`src/rtl/vga_code_ctrl.sv`:
```
// vga_code_ctrl
//   Double-buffered display-code register for a VGA timing block. Two
//   requesters hand over new codes with a level req / pulse ack handshake.
//   An accepted code is held in a shadow register and only becomes visible
//   on `code` at the next rising edge of vsync, so the display never
//   changes mid-frame.
//
// Ports
//   clk        system clock, all state updates on the rising edge
//   rst_n      synchronous reset, active HIGH despite the name
//   vsync      vertical sync from the timing block, active high
//   req0/code0 requester 0 request (level, held until ack0) and its code
//   req1/code1 requester 1 request (level, held until ack1) and its code
//   ack0/ack1  one-cycle pulse, cycle after the code entered the shadow
//   code       committed display code {left 12b, right 12b}, registered
//   pending    high while the shadow holds a code not yet committed
//   frame_cnt  number of vsync rising edges since reset, wraps
module vga_code_ctrl #(
    parameter logic [23:0] RESET_CODE = 24'h000000,
    parameter int          FRAME_W    = 8
) (
    input  logic               clk,
    input  logic               rst_n,
    input  logic               vsync,
    input  logic               req0,
    input  logic [23:0]        code0,
    input  logic               req1,
    input  logic [23:0]        code1,
    output logic               ack0,
    output logic               ack1,
    output logic [23:0]        code,
    output logic               pending,
    output logic [FRAME_W-1:0] frame_cnt
);

    typedef enum logic {
        IDLE  = 1'b0,
        ARMED = 1'b1
    } state_t;

    state_t             state_q, state_d;
    logic [23:0]        shadow_q, shadow_d;
    logic [23:0]        code_q, code_d;
    logic [1:0]         ack_q, ack_d;
    logic               lg_q, lg_d;
    logic               vsync_q;
    logic               pending_q, pending_d;
    logic [FRAME_W-1:0] frame_q, frame_d;

    logic [1:0]         req_vec;
    logic [1:0]         elig;
    logic               vs_edge;
    logic               grant_any;
    logic               gnt_idx;

    assign req_vec = {req1, req0};

    // A requester whose ack is on the wire this cycle still has req high
    // (it only drops it after seeing ack); mask it so it is not accepted
    // twice for the same handshake.
    generate
        for (genvar gi = 0; gi < 2; gi++) begin : g_elig
            assign elig[gi] = req_vec[gi] & ~ack_q[gi];
        end
    endgenerate

    always_comb begin
        vs_edge   = vsync & ~vsync_q;
        grant_any = |elig;
        // Tie goes to the requester that was not granted last; otherwise
        // the single eligible one (index 1 only if requester 1 is eligible).
        gnt_idx   = (&elig) ? ~lg_q : elig[1];

        ack_d     = 2'b00;
        lg_d      = lg_q;
        shadow_d  = shadow_q;
        code_d    = code_q;
        state_d   = state_q;

        if (grant_any) begin
            ack_d    = gnt_idx ? 2'b10 : 2'b01;
            lg_d     = gnt_idx;
            shadow_d = gnt_idx ? code1 : code0;
        end

        // Commit reads the old shadow, so a grant in the same cycle is
        // queued behind it rather than skipping ahead.
        if (vs_edge && (state_q == ARMED)) begin
            code_d = shadow_q;
        end

        if (grant_any) begin
            state_d = ARMED;
        end else if (vs_edge && (state_q == ARMED)) begin
            state_d = IDLE;
        end

        pending_d = (state_d == ARMED);
        frame_d   = frame_q + {{(FRAME_W-1){1'b0}}, vs_edge};
    end

    always_ff @(posedge clk) begin
        if (rst_n) begin
            state_q   <= IDLE;
            shadow_q  <= 24'h000000;
            code_q    <= RESET_CODE;
            ack_q     <= 2'b00;
            lg_q      <= 1'b1;
            vsync_q   <= 1'b0;
            pending_q <= 1'b0;
            frame_q   <= '0;
        end else begin
            state_q   <= state_d;
            shadow_q  <= shadow_d;
            code_q    <= code_d;
            ack_q     <= ack_d;
            lg_q      <= lg_d;
            vsync_q   <= vsync;
            pending_q <= pending_d;
            frame_q   <= frame_d;
        end
    end

    assign ack0      = ack_q[0];
    assign ack1      = ack_q[1];
    assign code      = code_q;
    assign pending   = pending_q;
    assign frame_cnt = frame_q;

endmodule
```
`config.mk`:
```
export PLATFORM = sky130hd
export DESIGN_NAME = vga_code_ctrl
export DESIGN_NICKNAME = d
export VERILOG_FILES = /design/src/rtl/vga_code_ctrl.sv
export SDC_FILE = /design/constraint.sdc
export NUM_CORES = 1
export LEC_CHECK = 0
export ABC_AREA = 1
export BUFFER_PORTS_ARGS = -buffer_cell sky130_fd_sc_hd__buf_2
export CAP_MARGIN = 30
export CELL_PAD_IN_SITES_DETAIL_PLACEMENT = 0
export CELL_PAD_IN_SITES_GLOBAL_PLACEMENT = 1
export CORE_ASPECT_RATIO = 2
export CORE_MARGIN = 1.5
export CORE_UTILIZATION = 36
export CTS_CLUSTER_SIZE = 30
export DETAILED_ROUTE_END_ITERATION = 7
export GPL_TIMING_DRIVEN = 0
export PLACE_DENSITY_LB_ADDON = 0.25
export SLEW_MARGIN = 20
export SYNTH_ARGS = -nofsm -noshare
export SYNTH_HDL_FRONTEND = slang
export SYNTH_SLANG_ARGS = --single-unit
```
`constraint.sdc`:
```
create_clock -name clk -period 2.12 [get_ports clk]
set_input_delay 0.212 -clock clk [delete_from_list [all_inputs] [get_ports clk]]
set_output_delay 0.212 -clock clk [all_outputs]
set_load 0.01 [all_outputs]
```
==> results of run 1 <==
synth_stat cells, types with 4 or more instances:
cell type / n
nand2_1: 98
nand3_1: 64
dfxtp_1: 61
inv_1: 57
a21oi_1: 28
nor2_1: 13
nand2_2: 12
nand3_2: 11
buf_2: 7
buf_6: 6
buf_4: 4
path summary, 6_finish.rpt:
check | startpoint | slack (ps) | to
min | vsync | 140 | vsync_q$_SDFF_PP0_
min reg2reg | code[9]$_SDFFE_PP0P_ | 460 | code[9]$_SDFFE_PP0P_
max | vsync_q$_SDFF_PP0_ | 500 | frame_cnt[4]$_SDFF_PP0_
max reg2reg | vsync_q$_SDFF_PP0_ | 500 | frame_cnt[4]$_SDFF_PP0_
report_power, final:
part	switching (mW)	total, mW	internal (mW)
registers	0.0478	1.27	1.22
clock network	0.487	1.57	1.09
logic	0.240	0.406	0.166
total	0.774	3.25	2.48
stage by stage:
step                setup slack, ps  power [mW]  cell area, sq um  utilization
floorplan                       649        1.55              2800            -
CTS                             485        3.28              3680        0.488
global route                    343        3.39              3680        0.488
global placement                484        1.70              3350        0.444
detailed placement              454        1.71              3350        0.444
finish                          498        3.25              3680        0.488
worst reg2reg max path, delay by kind of cell, from the launching register on:
kind | cells | cell delay [ps]
simple gates | 3 | 340
fa+ha+maj | 2 | 340
flops | 1 | 320
compound gates | 2 | 200
buf+inv | 2 | 320
routing by layer:
metal,global-route usage,up-vias
met1,0.184,1166
met4,0.0600,0
met3,0.0465,9
li1,-,1384
met2,0.348,65
met5,0,-
state kept, by name (all words and copies together), names as in the netlist:
register,cells
code,24
pending,1
frame_cnt,8
vsync_q,1
shadow_q,24
ack_q,2
lg_q,1
logic make-up (layout without fill, tap and decap cells):
group | after synthesis | in the layout | share of synthesized area
AOI/OAI and AO/OA | 31 | 31 | 0.0554
adders and majority gates | 2 | 2 | 0.00894
buffers and inverters | 80 | 183 | 0.135
DFF | 61 | 61 | 0.436
and+or+nand+nor | 207 | 207 | 0.364
final cells by class:
cell class / instances / area, sq um / area share
Sequential cell: 61 / 1220 / 0.332
Multi-Input combinational cell: 240 / 1200 / 0.326
Timing Repair Buffer: 87 / 435 / 0.118
Clock buffer: 12 / 256 / 0.0697
Inverter: 60 / 228 / 0.0619
Buffer: 20 / 151 / 0.0412
Tap cell: 94 / 118 / 0.0320
Clock inverter: 4 / 70.1 / 0.0190
==> impl_metrics.env, run 1 <==
export IMPL_cp_required_ps=2330
export IMPL_grt_pass1_wl_mm=11.4
export IMPL_slowest_stage="dfxtp_1"
export IMPL_worstPathArrival_ps=1840
export IMPL_clock_skew_ps=7.46
export IMPL_grt_max_degree=11
export IMPL_dp_cells=562
export IMPL_drv_slew=0
export IMPL_antenna_found_initial=0
export IMPL_initial_core_util=0.371
export IMPL_async_reset_ff_frac=0
export IMPL_row_count=45
export IMPL_synth_distinct_cells=22
export IMPL_layout_common_cells="98 x nand2_1, 94 x buf_2, 64 x nand3_1"
export IMPL_core_region_area_sq_um=7540
export IMPL_nFillCells=802
export IMPL_wl_met2_mm=4.06
export IMPL_peakVddDrop_v=0.000502
export IMPL_synthToLayoutAreaGrowth_pct=31.4
export IMPL_ys_seq_elements=61
export IMPL_drt_total_wl_mm=7.13
export IMPL_crit_path_start_kind="flop"
export IMPL_cts_hold_buf=0
export IMPL_cts_buffer_depth=2
export IMPL_grt_overflow_total=0
export IMPL_drc=0
export IMPL_synth_edf_count=0
export IMPL_dieArea_sq_um=8350
export IMPL_syn_avg_cell_area_sq_um=7.35
export IMPL_min_period_ps=1620
export IMPL_fin_setup_tns_ps=0
export IMPL_hold_path_class="input port to flop"
export IMPL_synth_top_area_frac=0.436
export IMPL_setup_viol=0
export IMPL_cp_cell_sequence="nor2_4 > buf_4 > ha_1 > ha_1 > nand2_1 > inv_1 > nand2_1 > o21ai_0 > a21oi_1"
export IMPL_netlist_area_sq_um=2800
export IMPL_fmax_mhz=617
export IMPL_via_per_inst=4.54
export IMPL_vias=2624
export IMPL_antenna_cells=0
export IMPL_m1WireLength_mm=2.65
export IMPL_ant_nets=0
export IMPL_synthCells=381
export IMPL_synthTopCellsByArea="dfxtp_1 44%, nand2_1 13%, nand3_1 11%"
export IMPL_nNetsFinal=534
export IMPL_worst_pin_slew_ps=489
export IMPL_rsz0062_at_grt="false"
export IMPL_cts_buffers=9
export IMPL_ios=88
export IMPL_layout_commonest_cell="nand2_1"
export IMPL_die_h_um=128
export IMPL_outcome="finished clean"
export IMPL_final_cells=578
export IMPL_die_width_um=65.4
export IMPL_met3_length_um=320
export IMPL_post_cts_buffers=0
export IMPL_yosys_warnings=0
export IMPL_synth_ff_type="dfxtp_1"
export IMPL_path_clk_slew_ps=50
export IMPL_ctsResizeCount=0
export IMPL_path_depth=9
export IMPL_cap_violations=0
export IMPL_syn_nets=436
export IMPL_drtPass1Iterations=4
export IMPL_yosysTopAreaCell="dfxtp_1"
export IMPL_routabilityCongestion=0.739
export IMPL_numPortBuffers=87
export IMPL_cpPeakStageDelay_ps=320
export IMPL_layout_drive_gt1_share=0.318
export IMPL_powerDensity_nw_per_um2=884
export IMPL_grt_pass1_vias=2486
export IMPL_cp_end_kind="flop"
export IMPL_crit_fanout=10
export IMPL_wl_per_cell_um=12.3
export IMPL_fin_crit_sh=0.765
export IMPL_grt_usage=0.182
export IMPL_dr_max_layer_used="met4"
export IMPL_yosysSeqAreaShare=0.436
export IMPL_finalHoldViolCount=0
export IMPL_crit_family="simple AND/OR/NAND/NOR gates"
export IMPL_clock_root_buffer="clkbuf_16"
export IMPL_holdWs_ps=135
export IMPL_cts_sinks=61
export IMPL_p_leak_nw=1.94
export IMPL_ff2ff_path_depth=9
export IMPL_dp_hpwl_mm=5.57
export IMPL_hold_depth=3
export IMPL_path_buf_inv=2
export IMPL_crit_type="flop to flop"
export IMPL_htree_num_levels=3
export IMPL_cts_tree="built"
export IMPL_first_iter_violations=113
export IMPL_relSlewSlack=0.674
export IMPL_clock_latency_ps=320
No activity file was read; power rests on OpenSTA's default activity.
==> run 2: changes to the inputs <==
CORE_UTILIZATION = 32   (was 36)
clock period = 1.4 ns   (was 2.12 ns; I/O delays follow)
==> impl_metrics.env, run 2 (synthesis gave the netlist of run 1 again) <==
export IMPL_hold_path_startpoint="vsync"
export IMPL_crit_fanout=4
export IMPL_drt_total_wl_mm=7.49
export IMPL_cts_sinks=61
export IMPL_p_leak_nw=1.96
export IMPL_clock_latency_ps=330
export IMPL_ant_nets=0
export IMPL_via_per_inst=4.57
export IMPL_initial_core_util=0.326
export IMPL_powerDensity_nw_per_um2=1350
export IMPL_layout_commonest_cell="nand2_1"
export IMPL_peakVddDrop_v=0.000731
export IMPL_cts_buffers=9
export IMPL_r2r_end="frame_cnt[6]$_SDFF_PP0_"
export IMPL_met1_usage=0.146
export IMPL_cap_violations=0
export IMPL_grt_pass1_wl_mm=11.8
export IMPL_cp_end_kind="flop"
export IMPL_numPortBuffers=87
export IMPL_hold_end="vsync_q$_SDFF_PP0_"
export IMPL_ios=88
export IMPL_die_h_um=135
export IMPL_first_iter_violations=75
export IMPL_path_clk_slew_ps=50
export IMPL_grt_pass1_vias=2605
export IMPL_power_mw=5.07
export IMPL_cts_buffer_depth=2
export IMPL_ff2ff_path_depth=10
export IMPL_routabilityCongestion=0.774
export IMPL_relSlewSlack=0.648
export IMPL_worst_pin_slew_ps=528
export IMPL_outcome="finished clean"
export IMPL_fin_ws_ps=104
export IMPL_rsz0062_at_grt="false"
export IMPL_busiest_layer="met2"
export IMPL_preCtsSetupSlack_ps=-111
export IMPL_min_period_ps=1300
export IMPL_dieArea_sq_um=9350
export IMPL_dp_hpwl_mm=5.83
export IMPL_grt_overflow_total=0
export IMPL_layout_drive_gt1_share=0.335
export IMPL_drv_slew=0
export IMPL_layout_common_cells="97 x nand2_1, 94 x buf_2, 64 x nand3_1"
export IMPL_drtPass1Iterations=4
export IMPL_antenna_found_initial=0
export IMPL_synthToLayoutAreaGrowth_pct=34.3
export IMPL_nNetsFinal=537
export IMPL_clock_root_buffer="clkbuf_16"
export IMPL_finalHoldViolCount=0
export IMPL_crit_type="flop to flop"
export IMPL_grt_usage=0.164
export IMPL_r2r_start="vsync_q$_SDFF_PP0_"
export IMPL_crit_path_start_kind="flop"
export IMPL_r2r_setup_slack_ps=100
export IMPL_cts_hold_buf=0
export IMPL_antenna_cells=0
export IMPL_cts_tree="built"
export IMPL_setup_viol=0
export IMPL_grt_max_degree=11
export IMPL_row_count=48
export IMPL_core_region_area_sq_um=8590
export IMPL_hold_depth=3
export IMPL_hold_path_class="input port to flop"
export IMPL_fmax_mhz=772
export IMPL_worstPathArrival_ps=1570
export IMPL_cp_required_ps=1670
export IMPL_grt_use_met3=0.0208
export IMPL_clock_skew_ps=4.26
export IMPL_wl_per_cell_um=12.8
export IMPL_fin_crit_sh=0.926
export IMPL_grt_use_met2=0.339
export IMPL_vias=2680
export IMPL_htree_num_levels=3
export IMPL_die_width_um=69.1
export IMPL_drc=0
## run 2: cell count changes in the layout (fill, tap and decap cells not counted), moves of 2 or more
cell / before / now
buf_4: 4 / 6
clkbuf_8: 2 / 4
ha_1: 2 / 0
ha_4: 0 / 2
## run 2: per-stage QoR
stage | area (sq um) | hold WS (ps) | setup TNS (ps) | utilization | instances
after floorplan | 2800 | 266 | 0 | - | 381
after global placement | 3360 | 379 | -146 | 0.392 | 568
after detailed placement | 3360 | 381 | -216 | 0.392 | 568
after CTS | 3720 | 44.1 | 0 | 0.434 | 586
after global routing | 3760 | 74.8 | 0 | 0.438 | 587
final | 3760 | 53.0 | 0 | 0.438 | 587
## run 2: area by class of cell
class	count	area (sq um)
Sequential cell	61	1220
Fill cell	954	4830
Tap cell	100	125
Inverter	60	228
Timing Repair Buffer	90	458
Multi-Input combinational cell	240	1230
Buffer	20	155
Clock inverter	3	65.1
Clock buffer	13	280
## run 2: worst max-delay path by stage
stage,depth (start not counted),start,end
floorplan,9,vsync_q$_SDFF_PP0_,frame_cnt[4]$_SDFF_PP0_
global placement,9,vsync_q$_SDFF_PP0_,frame_cnt[4]$_SDFF_PP0_
detailed placement,9,vsync_q$_SDFF_PP0_,frame_cnt[4]$_SDFF_PP0_
CTS,9,vsync_q$_SDFF_PP0_,frame_cnt[4]$_SDFF_PP0_
global route,10,vsync_q$_SDFF_PP0_,frame_cnt[6]$_SDFF_PP0_
finish,10,vsync_q$_SDFF_PP0_,frame_cnt[6]$_SDFF_PP0_
## run 2: what timing repair did
item | in CTS | in global routing
cloned | 0 | 0
pin swaps | 1 | 3
endpoints found under the setup margin | 2 | 2
gates resized for setup | 0 | 6
buffers inserted | 2 | 1
## run 2: worst max-delay path, stage by stage (launching register included)
cell	delay, ps
dfxtp_2	330
nor2_4	110
buf_6	110
ha_4	130
ha_4	120
nand2_1	60
inv_2	100
nand2_1	50
nor2_1	100
nor2_1	40
nor2_1	70
## run 2: power breakdown
part           switching, mW  total (mW)  internal, mW
Clock                  0.768        2.52          1.75
Sequential            0.0728        1.93          1.85
Combinational          0.369       0.630         0.261
## run 2: per-layer routing
layer | routed length, um | up-vias
li1 | - | 1393
met3 | 236 | 15
met4 | 220 | 0
met1 | 2650 | 1208
met5 | 0 | -
met2 | 4380 | 64
==> run 3: changes to the inputs <==
RECOVER_POWER = 100   (was unset)
==> impl_metrics.env, run 3 (synthesis gave the netlist of run 1 again) <==
export IMPL_outcome="finished clean"
export IMPL_grt_overflow_total=0
export IMPL_finalHoldViolCount=0
export IMPL_nNetsFinal=537
export IMPL_crit_path_start_kind="flop"
export IMPL_layout_commonest_cell="nand2_1"
export IMPL_dp_cells=568
export IMPL_cts_buffers=9
export IMPL_worst_pin_slew_ps=511
export IMPL_rsz0062_at_grt="false"
export IMPL_fmax_mhz=768
export IMPL_cpPeakStageDelay_ps=330
export IMPL_grt_pass1_wl_mm=11.8
export IMPL_preCtsSetupSlack_ps=-111
export IMPL_holdWs_ps=47.6
export IMPL_cap_violations=0
export IMPL_antenna_found_initial=0
export IMPL_hold_path_class="input port to flop"
export IMPL_min_period_ps=1300
export IMPL_clock_skew_ps=4.39
export IMPL_cp_end_kind="flop"
export IMPL_crit_family="flip-flops"
export IMPL_path_buf_inv=2
export IMPL_setup_viol=0
export IMPL_dp_hpwl_mm=5.83
export IMPL_dieArea_sq_um=9350
export IMPL_numPortBuffers=87
export IMPL_fin_crit_sh=0.930
export IMPL_relSlewSlack=0.659
export IMPL_peakVddDrop_v=0.000735
export IMPL_die_width_um=69.1
export IMPL_first_iter_violations=89
export IMPL_cts_sinks=61
export IMPL_clock_latency_ps=330
export IMPL_path_clk_slew_ps=50
export IMPL_slowest_stage="dfxtp_2"
export IMPL_wl_per_cell_um=12.8
export IMPL_vias=2689
export IMPL_ant_nets=0
export IMPL_layout_drive_gt1_share=0.251
export IMPL_layout_common_cells="100 x nand2_1, 65 x nand3_1, 60 x dfxtp_1"
export IMPL_antenna_cells=0
export IMPL_cts_buffer_depth=2
export IMPL_cp_required_ps=1620
export IMPL_crit_fanout=4
export IMPL_cp_cell_sequence="nor2_4 > buf_6 > ha_4 > ha_4 > nand2_1 > inv_2 > nand2_1 > o21ai_1 > a21oi_1"
export IMPL_grt_usage=0.164
export IMPL_htree_num_levels=3
export IMPL_drt_total_wl_mm=7.52
export IMPL_fin_util=0.429
export IMPL_initial_core_util=0.326
export IMPL_grt_max_degree=11
export IMPL_via_per_inst=4.58
export IMPL_final_cells=587
export IMPL_worstPathArrival_ps=1520
export IMPL_fin_ws_ps=98.5
export IMPL_drc=0
export IMPL_crit_type="flop to flop"
export IMPL_row_count=48
export IMPL_power_mw=5.05
export IMPL_die_h_um=135
export IMPL_cts_tree="built"
export IMPL_synthToLayoutAreaGrowth_pct=31.8
export IMPL_drtPass1Iterations=4
export IMPL_grt_pass1_vias=2605
export IMPL_powerDensity_nw_per_um2=1370
export IMPL_drv_slew=0
export IMPL_cts_hold_buf=0
export IMPL_core_region_area_sq_um=8590
export IMPL_ios=88
export IMPL_routabilityCongestion=0.774
export IMPL_clock_root_buffer="clkbuf_16"
export IMPL_p_leak_nw=1.80
==> run 3: cell count changes in the layout (fill, tap and decap cells not counted) <==
| cell | delta |
|---|---|
| buf_2 | -39 |
| clkbuf_1 | +37 |
| clkbuf_2 | +3 |
| clkbuf_4 | -1 |
| nand2_1 | +3 |
| nand2_2 | -2 |
| nand2_4 | -1 |
| nand3_1 | +1 |
| nand3_2 | -1 |
| nor2_2 | +1 |
| nor2_4 | -1 |
==> run 3: stage by stage <==
stage | instance area, sq um | TNS, ps
2_1_floorplan | 2800 | 0
3_3_place_gp | 3360 | -146
3_5_place_dp | 3360 | -216
4_1_cts | 3720 | 0
5_1_grt | 3690 | 0
6_report | 3690 | 0
==> run 3: routing by layer <==
layer  part of all wire  global-route usage  up-vias
li1                   -                   -     1393
met1               0.36               0.146     1214
met2               0.58               0.339       67
met3              0.031              0.0208       15
met4              0.029              0.0915        0
met5                  0                   0        -
==> run 3: tightest hold or removal path, stage by stage <==
cell	delay [ps]
buf_2	90
inv_2	50
nor2_1	70
==> run 3: final timing paths <==
| check | start | endpoint | slack (ps) | depth (start not counted) |
|---|---|---|---|---|
| worst max-delay path | vsync_q$_SDFF_PP0_ | frame_cnt[4]$_SDFF_PP0_ | 100 | 9 |
| worst min-delay path | vsync | vsync_q$_SDFF_PP0_ | 50 | 3 |
| worst max register to register | vsync_q$_SDFF_PP0_ | frame_cnt[4]$_SDFF_PP0_ | 100 | 9 |
| worst min register to register | shadow_q[18]$_SDFFE_PP0P_ | shadow_q[18]$_SDFFE_PP0P_ | 450 | 2 |
==> run 3: report_power, final <==
group          switching, mW  internal, mW
registers             0.0742          1.85
logic                  0.364         0.246
clock network          0.769          1.75
total                   1.21          3.85
==> run 3: cell type report <==
cell class | count | area (sq um)
flip-flops and latches | 61 | 1220
repair buffers | 90 | 413
multi-input cells | 240 | 1200
plain buffers | 20 | 151
well taps | 100 | 125
fillers | 982 | 4900
inverters | 60 | 228
clock buffers | 13 | 280
clock inverters | 3 | 65.1
==> run 3: timing repair <==
action / in CTS / in global routing
pin swaps: 1 / 3
setup endpoints to repair: 2 / 2
gates resized for setup: 0 / 6
setup buffers: 2 / 1
